File: config.mk
export PLATFORM = sky130hd
export DESIGN_NAME = dsp48a1_mac_ctrl
export DESIGN_NICKNAME = d
export VERILOG_FILES = /design/src/rtl/dsp48a1_mac_ctrl.sv
export SDC_FILE = /design/constraint.sdc
export NUM_CORES = 1
export LEC_CHECK = 0
export BUFFER_PORTS_ARGS = -buffer_cell sky130_fd_sc_hd__buf_2
export CAP_MARGIN = 10
export CORE_ASPECT_RATIO = 1.75
export CORE_MARGIN = 2
export CORE_UTILIZATION = 40
export DETAILED_ROUTE_END_ITERATION = 8
export PLACE_DENSITY = 0.71
export SLEW_MARGIN = 20
export SYNTH_ARGS = -nofsm -noshare
export SYNTH_HDL_FRONTEND = slang
export SYNTH_SLANG_ARGS = --single-unit
File: constraint.sdc
create_clock -name CLK -period 6.28 [get_ports CLK]
set_clock_uncertainty 0.15 [all_clocks]
set_input_delay 1.256 -clock CLK [delete_from_list [all_inputs] [get_ports CLK]]
set_output_delay 1.256 -clock CLK [all_outputs]
set_load 0.005 [all_outputs]
File: src/rtl/dsp48a1_mac_ctrl.sv
// dsp48a1_mac_ctrl: sequences one DSP48A1 slice as a streaming signed
// dot-product engine. Operand pairs enter through a valid/ready handshake,
// are forwarded to the slice A/B ports, and the slice OPMODE is steered so
// the first product clears the accumulator and later ones add into P.
// Once the slice pipeline has drained, P is captured and returned through a
// second valid/ready handshake.
module dsp48a1_mac_ctrl #(
    parameter int LEN_W   = 16,
    parameter int DSP_LAT = 4
) (
    input  logic               CLK,
    input  logic               RST,
    input  logic               start,
    input  logic [LEN_W-1:0]   len,
    output logic               busy,
    input  logic               in_valid,
    output logic               in_ready,
    input  logic signed [17:0] in_a,
    input  logic signed [17:0] in_b,
    output logic [17:0]        dsp_A,
    output logic [17:0]        dsp_B,
    output logic [7:0]         dsp_OPMODE,
    output logic               dsp_CE,
    input  logic [47:0]        dsp_P,
    output logic [47:0]        result,
    output logic               result_valid,
    input  logic               result_ready
);

    typedef enum logic [1:0] {
        ST_IDLE  = 2'd0,
        ST_RUN   = 2'd1,
        ST_DRAIN = 2'd2,
        ST_DONE  = 2'd3
    } state_t;

    // OPMODE encodings: X=M/Z=0 starts a sum, X=M/Z=P accumulates,
    // X=0/Z=P holds P unchanged while no product is in flight.
    localparam logic [7:0] OPM_FIRST = 8'h01;
    localparam logic [7:0] OPM_ACC   = 8'h09;
    localparam logic [7:0] OPM_HOLD  = 8'h08;

    localparam int             DW         = $clog2(DSP_LAT + 1);
    localparam logic [DW-1:0]  DRAIN_LAST = DW'(DSP_LAT);

    state_t            state_r;
    state_t            state_s;
    logic [LEN_W-1:0]  len_r;
    logic [LEN_W-1:0]  len_s;
    logic [LEN_W-1:0]  count_r;
    logic [LEN_W-1:0]  count_s;
    logic              first_r;
    logic              first_s;
    logic [DW-1:0]     drain_cnt_r;
    logic [DW-1:0]     drain_cnt_s;
    logic [17:0]       dsp_a_r;
    logic [17:0]       dsp_a_s;
    logic [17:0]       dsp_b_r;
    logic [17:0]       dsp_b_s;
    logic [7:0]        opm_queue_r;
    logic [7:0]        opm_queue_s;
    logic [7:0]        opmode_r;
    logic              ce_r;
    logic              ce_s;
    logic              busy_r;
    logic              busy_s;
    logic [47:0]       result_r;
    logic [47:0]       result_s;
    logic              result_valid_r;
    logic              result_valid_s;

    assign in_ready     = (state_r == ST_RUN);
    assign busy         = busy_r;
    assign dsp_A        = dsp_a_r;
    assign dsp_B        = dsp_b_r;
    assign dsp_OPMODE   = opmode_r;
    assign dsp_CE       = ce_r;
    assign result       = result_r;
    assign result_valid = result_valid_r;

    // Next-state and next-value logic for the job sequencer.
    always_comb begin
        state_s        = state_r;
        len_s          = len_r;
        count_s        = count_r;
        first_s        = first_r;
        drain_cnt_s    = drain_cnt_r;
        dsp_a_s        = 18'd0;
        dsp_b_s        = 18'd0;
        opm_queue_s    = OPM_HOLD;
        result_s       = result_r;
        result_valid_s = result_valid_r;

        case (state_r)
            ST_IDLE: begin
                if (start) begin
                    if (len != {LEN_W{1'b0}}) begin
                        len_s   = len;
                        count_s = {LEN_W{1'b0}};
                        first_s = 1'b1;
                        state_s = ST_RUN;
                    end else begin
                        // Empty job: answer immediately, slice stays frozen.
                        result_s       = 48'd0;
                        result_valid_s = 1'b1;
                        state_s        = ST_DONE;
                    end
                end else begin
                    state_s = ST_IDLE;
                end
            end

            ST_RUN: begin
                if (in_valid) begin
                    dsp_a_s     = in_a;
                    dsp_b_s     = in_b;
                    opm_queue_s = first_r ? OPM_FIRST : OPM_ACC;
                    first_s     = 1'b0;
                    count_s     = count_r + LEN_W'(1);
                    if (count_s == len_r) begin
                        drain_cnt_s = {DW{1'b0}};
                        state_s     = ST_DRAIN;
                    end else begin
                        state_s = ST_RUN;
                    end
                end else begin
                    // Bubble: zero operands and hold P.
                    opm_queue_s = OPM_HOLD;
                end
            end

            ST_DRAIN: begin
                opm_queue_s = OPM_HOLD;
                if (drain_cnt_r == DRAIN_LAST) begin
                    result_s       = dsp_P;
                    result_valid_s = 1'b1;
                    state_s        = ST_DONE;
                end else begin
                    drain_cnt_s = drain_cnt_r + DW'(1);
                end
            end

            ST_DONE: begin
                if (result_ready) begin
                    result_valid_s = 1'b0;
                    state_s        = ST_IDLE;
                end else begin
                    state_s = ST_DONE;
                end
            end

            default: begin
                state_s = ST_IDLE;
            end
        endcase

        ce_s   = (state_s == ST_RUN) || (state_s == ST_DRAIN);
        busy_s = (state_s != ST_IDLE);
    end

    // State register.
    always_ff @(posedge CLK or posedge RST) begin
        if (RST) begin
            state_r <= ST_IDLE;
        end else begin
            state_r <= state_s;
        end
    end

    // Job bookkeeping, slice drive registers and result registers.
    always_ff @(posedge CLK or posedge RST) begin
        if (RST) begin
            len_r          <= {LEN_W{1'b0}};
            count_r        <= {LEN_W{1'b0}};
            first_r        <= 1'b0;
            drain_cnt_r    <= {DW{1'b0}};
            dsp_a_r        <= 18'd0;
            dsp_b_r        <= 18'd0;
            opm_queue_r    <= 8'h00;
            opmode_r       <= 8'h00;
            ce_r           <= 1'b0;
            busy_r         <= 1'b0;
            result_r       <= 48'd0;
            result_valid_r <= 1'b0;
        end else begin
            len_r          <= len_s;
            count_r        <= count_s;
            first_r        <= first_s;
            drain_cnt_r    <= drain_cnt_s;
            dsp_a_r        <= dsp_a_s;
            dsp_b_r        <= dsp_b_s;
            opm_queue_r    <= opm_queue_s;
            // OPMODE trails A/B by one cycle to line up with the slice's
            // extra A1/B1 -> M stage ahead of the post-adder.
            opmode_r       <= opm_queue_r;
            ce_r           <= ce_s;
            busy_r         <= busy_s;
            result_r       <= result_s;
            result_valid_r <= result_valid_s;
        end
    end

endmodule

After elaboration in Yosys (flattened, before gate mapping)
Index checks and enable logic that the tools add are counted.
Word-level totals
  word-level logic and storage cells: 78
  bits in registers: 141
  output and inout port bits: 96
  bits of input ports: 105
Cells by class
  $add $sub $neg: 2
  equal/unequal tests: 15
  mux-type cells: 35
  reductions and logical operators: 13
Operators with widths (count)
  2-to-1 mux 48 bit: 3
  case mux 48 bit (2 select lines): 1
  2-to-1 mux 18 bit: 4
  2-to-1 mux 16 bit: 3
  case mux 16 bit (2 select lines): 1
  adder 16 x 1 -> 16 bit, second input constant: 1
  == test 16 bit: 1
  nonzero test 16 bit: 1
  != test 2 bit, second input constant: 7
  2-to-1 mux 2 bit: 6
  2-to-1 mux 4 bit: 3
  AND reduction 4 bit: 3
  2-to-1 mux 3 bit: 3
  case mux 2 bit (4 select lines): 1
  nonzero test 2 bit: 4
  2-to-1 mux 1 bit: 7
  == test 2 bit, second input constant: 3
  case mux 3 bit (2 select lines): 1
  AND reduction 5 bit: 1
  == test 2 x 1 -> 1 bit, second input constant: 2
  adder 3 x 1 -> 3 bit, second input constant: 1
  == test 3 bit, second input constant: 1
  case mux 1 bit (3 select lines): 1
  AND reduction 3 bit: 1
  5 further kinds: 5

Longest topological paths before layout
  depth in word-level cells: 7
  depth in mapped cells: 10
  depth with buffers taken out: 9

Least setup slack after synthesis
No wires, ideal clock.
  path type: input to register
  start: in len[10]
  end: reg result_r[0], in the netlist result[0]
  arrival time: 2.656 ns
  stages on the path: 8
  data required time: 6.009 ns
  slack: 3.353 ns
  cells stage by stage: nor4_1 nand4_1 o21a_1 nor2_1 o21ai_1 clkbuf_1 buf_2 a22o_1
Between the ends
  cells in the longest elaborated chain, start to end: 3
RTL lines
  start: declaration: RTL line 14  | input logic [LEN_W-1:0] len,
  nonzero test 16 bit: RTL line 97  | if (len != {LEN_W{1'b0}}) begin
  != test 2 bit (no source line)
  AND reduction 4 bit (no source line)
  end signal: assignment: RTL line 198  | result_r <= result_s;
  end: declaration: RTL line 67  | logic [47:0] result_r;
Every way passes these cells.
A chain may end at the register's enable or synchronous reset.

Final worst setup path
  start: in in_valid
  end: reg ce_r, in the netlist dsp_CE
Between the ends
  cells in the longest elaborated chain, start to end: 4
  elaborated cells between the ends (all ways): 5
  those cells by class: 2 x eq/ne; 2 x mux; 1 x reduce/logical
RTL lines
  start: declaration: RTL line 16  | input logic in_valid,
  2-to-1 mux 2 bit *: RTL line 114  | if (in_valid) begin
  case mux 2 bit (4 select lines) *: RTL line 94  | case (state_r)
  == test 2 x 1 -> 1 bit / == test 2 bit (equally long branches): RTL line 157  | ce_s = (state_s == ST_RUN) || (state_s == ST_DRAIN);
  logical OR 1 bit *: RTL line 157
  net ce_s: RTL line 64  | logic ce_s;
  end signal: assignment: RTL line 196  | ce_r <= ce_s;
  end: declaration: RTL line 63  | logic ce_r;
Mark *: on every way through the listed nets, which the timed path passes. The rest lies on a longest branch.

==> metrics.md <==
| Metric | Value |
|---|---|
| Status | `finished, final reports clean` |
| Core Area | `roughly 13000 µm²` |
| Switch Pwr | `about 1.1 mW` |
| Mapped Area | `5450 µm²` |
| Final #Nets | `approximately 750` |
| EDFF count, synth | `0` |
| Critical Path Max Stage Delay | `520 ps` |
| Final setup fails | `0` |
| GR Util met2 | `a little under a third` |
| Comb power frac | `between 20 and 30%` |
| CTS Buf Count | `17` |
| Port bufs | `194` |
| Max Clk Rate | `0.283 GHz` |
| Max clock buf depth | `2` |
| Crit start category | `primary input` |
| Synth Instances | `between 400 and 500` |
| Wire per inst | `around 16 µm` |
| Mux cell area share after synthesis | `under 10%` |
| Worst hold start | `opm_queue_r[3]` |
| Layout cells sized above 1 | `between 40% and 50%` |
| DRC viols | `0` |
| First-pass DRT Iterations | `4` |
| Main combinational cell family by area after synthesis | `simple AND/OR/NAND/NOR gates` |
| Seq/Total Area, Yosys | `around three fifths` |
| Synth Area in Adders | `0.918%` |
| R2R setup slack | `just under 3000 ps` |
| Simple-Gate Fraction of Synth Area | `14.1%` |
| Relative slew margins | `35.5%` |
| Peak VDD IR | `240 µV` |
| Int Pwr | `approximately 2.1 mW` |
| Initial antenna violation count | `0` |
| Slew Limit Fails | `0` |
| CP delay by family, top | `simple AND/OR/NAND/NOR gates` |
| Top FF cell, synth | `dfrtp_1` |
| Post-DP HPWL | `9.90 mm` |
| Antenna cells | `0` |
| CTS Sinks | `between 100 and 150` |
| Die area | `14600 µm²` |
| Vias in the first global route | `4187` |
| RSZ-0062 raised after global routing | `no` |
| #FFs+latches synth | `about 130` |
| RD Place Congestion | `0.853` |
| Die width | `slightly above 90 µm` |
| Max cap viols | `0` |
| Flop pwr share | `roughly 40%` |
| Slowest cell on the critical path | `nor4b_2` |
| I/O pin count | `~200` |
| Setup TNS Final | `0 ps` |
| Placed Instances | `791` |
| GR Overflow Total | `0` |
| Async S/R FF share, synth | `100%` |
| CP Capture Type | `register` |
| CTS clk-pin slew, worst paths | `about 60 ps` |
| WP data required | `6420 ps` |
| Final instance area | `7120 µm²` |
| Clk pwr share | `a little under a third` |
| Commonest non-fill, non-tap cells in the layout | `buf_2, dfrtp_1, a22o_1` |
| Drt initial violations | `approximately 220` |
| Switch share | `between 30% and 40%` |
| Non-Filler Instances | `824` |
| Yosys warnings | `0` |
| # hold bufs at CTS | `0` |
| DRT Wirelength | `13.4 mm` |
| Hold Path Depth | `0` |
| Critical path type | `in2reg` |
| Starting density of the core | `between 40% and 50%` |
| CP cell instances | `buf_2, nand2_4, inv_2, nand4_1, a2111oi_2, nor4b_2, o21bai_1, ha_1` |
| CP Max Fanout | `40` |
| Final Critical Period | `approximately 3500 ps` |
| GRT Resource Usage Total | `between 10% and 20%` |
| Largest net degree at the start of global routing | `a little over 80` |
| Commonest non-fill, non-tap cell in the layout | `buf_2` |
| Met3 Track Usage GR | `3.74%` |
| PD cells | `441 nW/µm²` |
| Final antenna-violating net count | `0` |
| Vias after detailed routing | `4307` |
| Worst Tran Pin Value | `967 ps` |
| Vias/cell | `5.23` |
| Crit path buf inv count | `2` |
| Skew-Pair Late Insertion Delay | `410 ps` |
| CTS resizes | `0` |
| Die Y | `about 160 µm` |
| P_leak | `between 3 and 4 nW` |
| Min Hold Slack | `just over 200 ps` |
| Synth Area in Compound Gates | `between 10% and 20%` |
| H-tree level count | `4` |
| XOR/XNOR share of the synthesized area | `~3.7%` |
| Final-report hold violation count | `0` |
| CTS tree | `yes` |
| Most used routing layer | `met2` |
| First-pass GRT wire length | `between 20 and 25 mm` |
| HP Class | `reg2reg` |
| Met1 Use GR | `approximately 22%` |
| Hold endpoint | `dsp_OPMODE[3]` |
| Syn_area_per_cell | `approximately 12 µm²` |
| Post-CTS Setup Repair Bufs | `0` |
| Worst r2r src | `state_r[0]` |
| Clk root buf | `clkbuf_16` |
| Worst Path Arrival | `~3700 ps` |
| RR Endpoint | `dsp_CE` |
| Worst reg-to-reg path cell count | `8` |
| Instance area after placement | `around 6500 µm²` |
| Final Cycle Share | `~56%` |
| Row count | `56` |
| Netlist cell types | `57` |
| Area Growth Syn to Fin | `30.7%` |
-- cell families after synthesis --
family | Yosys count
AOI/OAI and AO/OA | 101
xor gates and xnor gates | 23
and+or+nand+nor | 129
adders and majority gates | 4
other | 1
buffers and inverters | 46
DFF | 129
muxes | 18
-- cell type report --
cell class / count / area (µm²)
clock buffers: 17 / 425
multi-input cells: 281 / 2020
flip-flops and latches: 129 / 3230
repair buffers: 197 / 1010
fillers: 1196 / 6260
clock inverters: 15 / 171
well taps: 174 / 218
inverters: 11 / 43.8
-- worst register-to-register path, cell delays in order (launching register included) --
cell and delay (ps):
dfrtp_1 530, and2b_2 590, nand2_4 260, inv_2 260, nand4_1 140, a2111oi_2 380
nor4b_2 520, o21bai_1 130, ha_1 300
-- synthesized netlist by cell type (all sizes together) (2+ instances only) --
| master | n | area [µm²] |
|---|---|---|
| and3 | 40 | 257 |
| xor2 | 9 | 78.8 |
| clkbuf | 19 | 91.3 |
| nor4 | 6 | 58.8 |
| nor3 | 8 | 50.1 |
| a21oi | 6 | 30.0 |
| a31oi | 3 | 18.8 |
| dfrtp | 129 | 3230 |
| nand2 | 24 | 100 |
| xnor2 | 14 | 123 |
| nor2 | 18 | 67.6 |
| mux2 | 17 | 195 |
| inv | 11 | 41.3 |
| nand3b | 2 | 15.0 |
| nand3 | 11 | 65.1 |
| o31ai | 6 | 45.0 |
| a22o | 49 | 429 |
| o21ai | 26 | 130 |
| and2 | 4 | 25.0 |
| nand4 | 8 | 56.3 |
| buf | 16 | 104 |
| o211ai | 4 | 40.0 |
| ha | 4 | 50.1 |
-- per-layer routing --
metal  part of all wire [%]  up-vias
li1                       -     1988
met1                     38     2107
met2                     54      182
met3                    5.3       30
met4                    3.1        0
met5                      0        -
-- power by group through the flow --
stage,Sequential [mW],Clock [mW],Combinational [mW]
final,1.26,0.954,0.927
after floorplan,1.24,0,0.596
after global routing,1.29,1.02,1.03
after CTS,1.26,0.976,0.916
after global placement,1.26,0,0.891
after detailed placement,1.27,0,0.912
-- through the flow --
| step | util, % | setup WS (ps) | power [mW] |
|---|---|---|---|
| 2_1_floorplan | - | 1430 | 1.84 |
| 3_3_place_gp | 48.5 | 2500 | 2.15 |
| 3_5_place_dp | 48.5 | 2370 | 2.18 |
| 4_1_cts | 53.0 | 2780 | 3.15 |
| 5_1_grt | 53.2 | 2510 | 3.34 |
| 6_report | 53.2 | 2750 | 3.14 |
-- state kept, by name, summed over array words and instances (netlist names) --
register,flops
result,48
dsp_A,18
dsp_B,18
count_r,16
len_r,16
drain_cnt_r,3
dsp_OPMODE,2
opm_queue_r,2
state_r,2
busy,1
dsp_CE,1
first_r,1
result_valid,1
-- how the worst max path moves through the flow --
stage,from,to,slack (ps),depth (start not counted)
2_1_floorplan,RST,busy,1430,1
3_3_place_gp,in_valid,dsp_CE,2500,8
4_1_cts,in_valid,dsp_CE,2780,8
5_1_grt,in_valid,dsp_CE,2510,8
3_5_place_dp,in_valid,dsp_CE,2370,8
6_report,in_valid,dsp_CE,2750,8
Note: power is estimated with default switching activity, not from simulation.
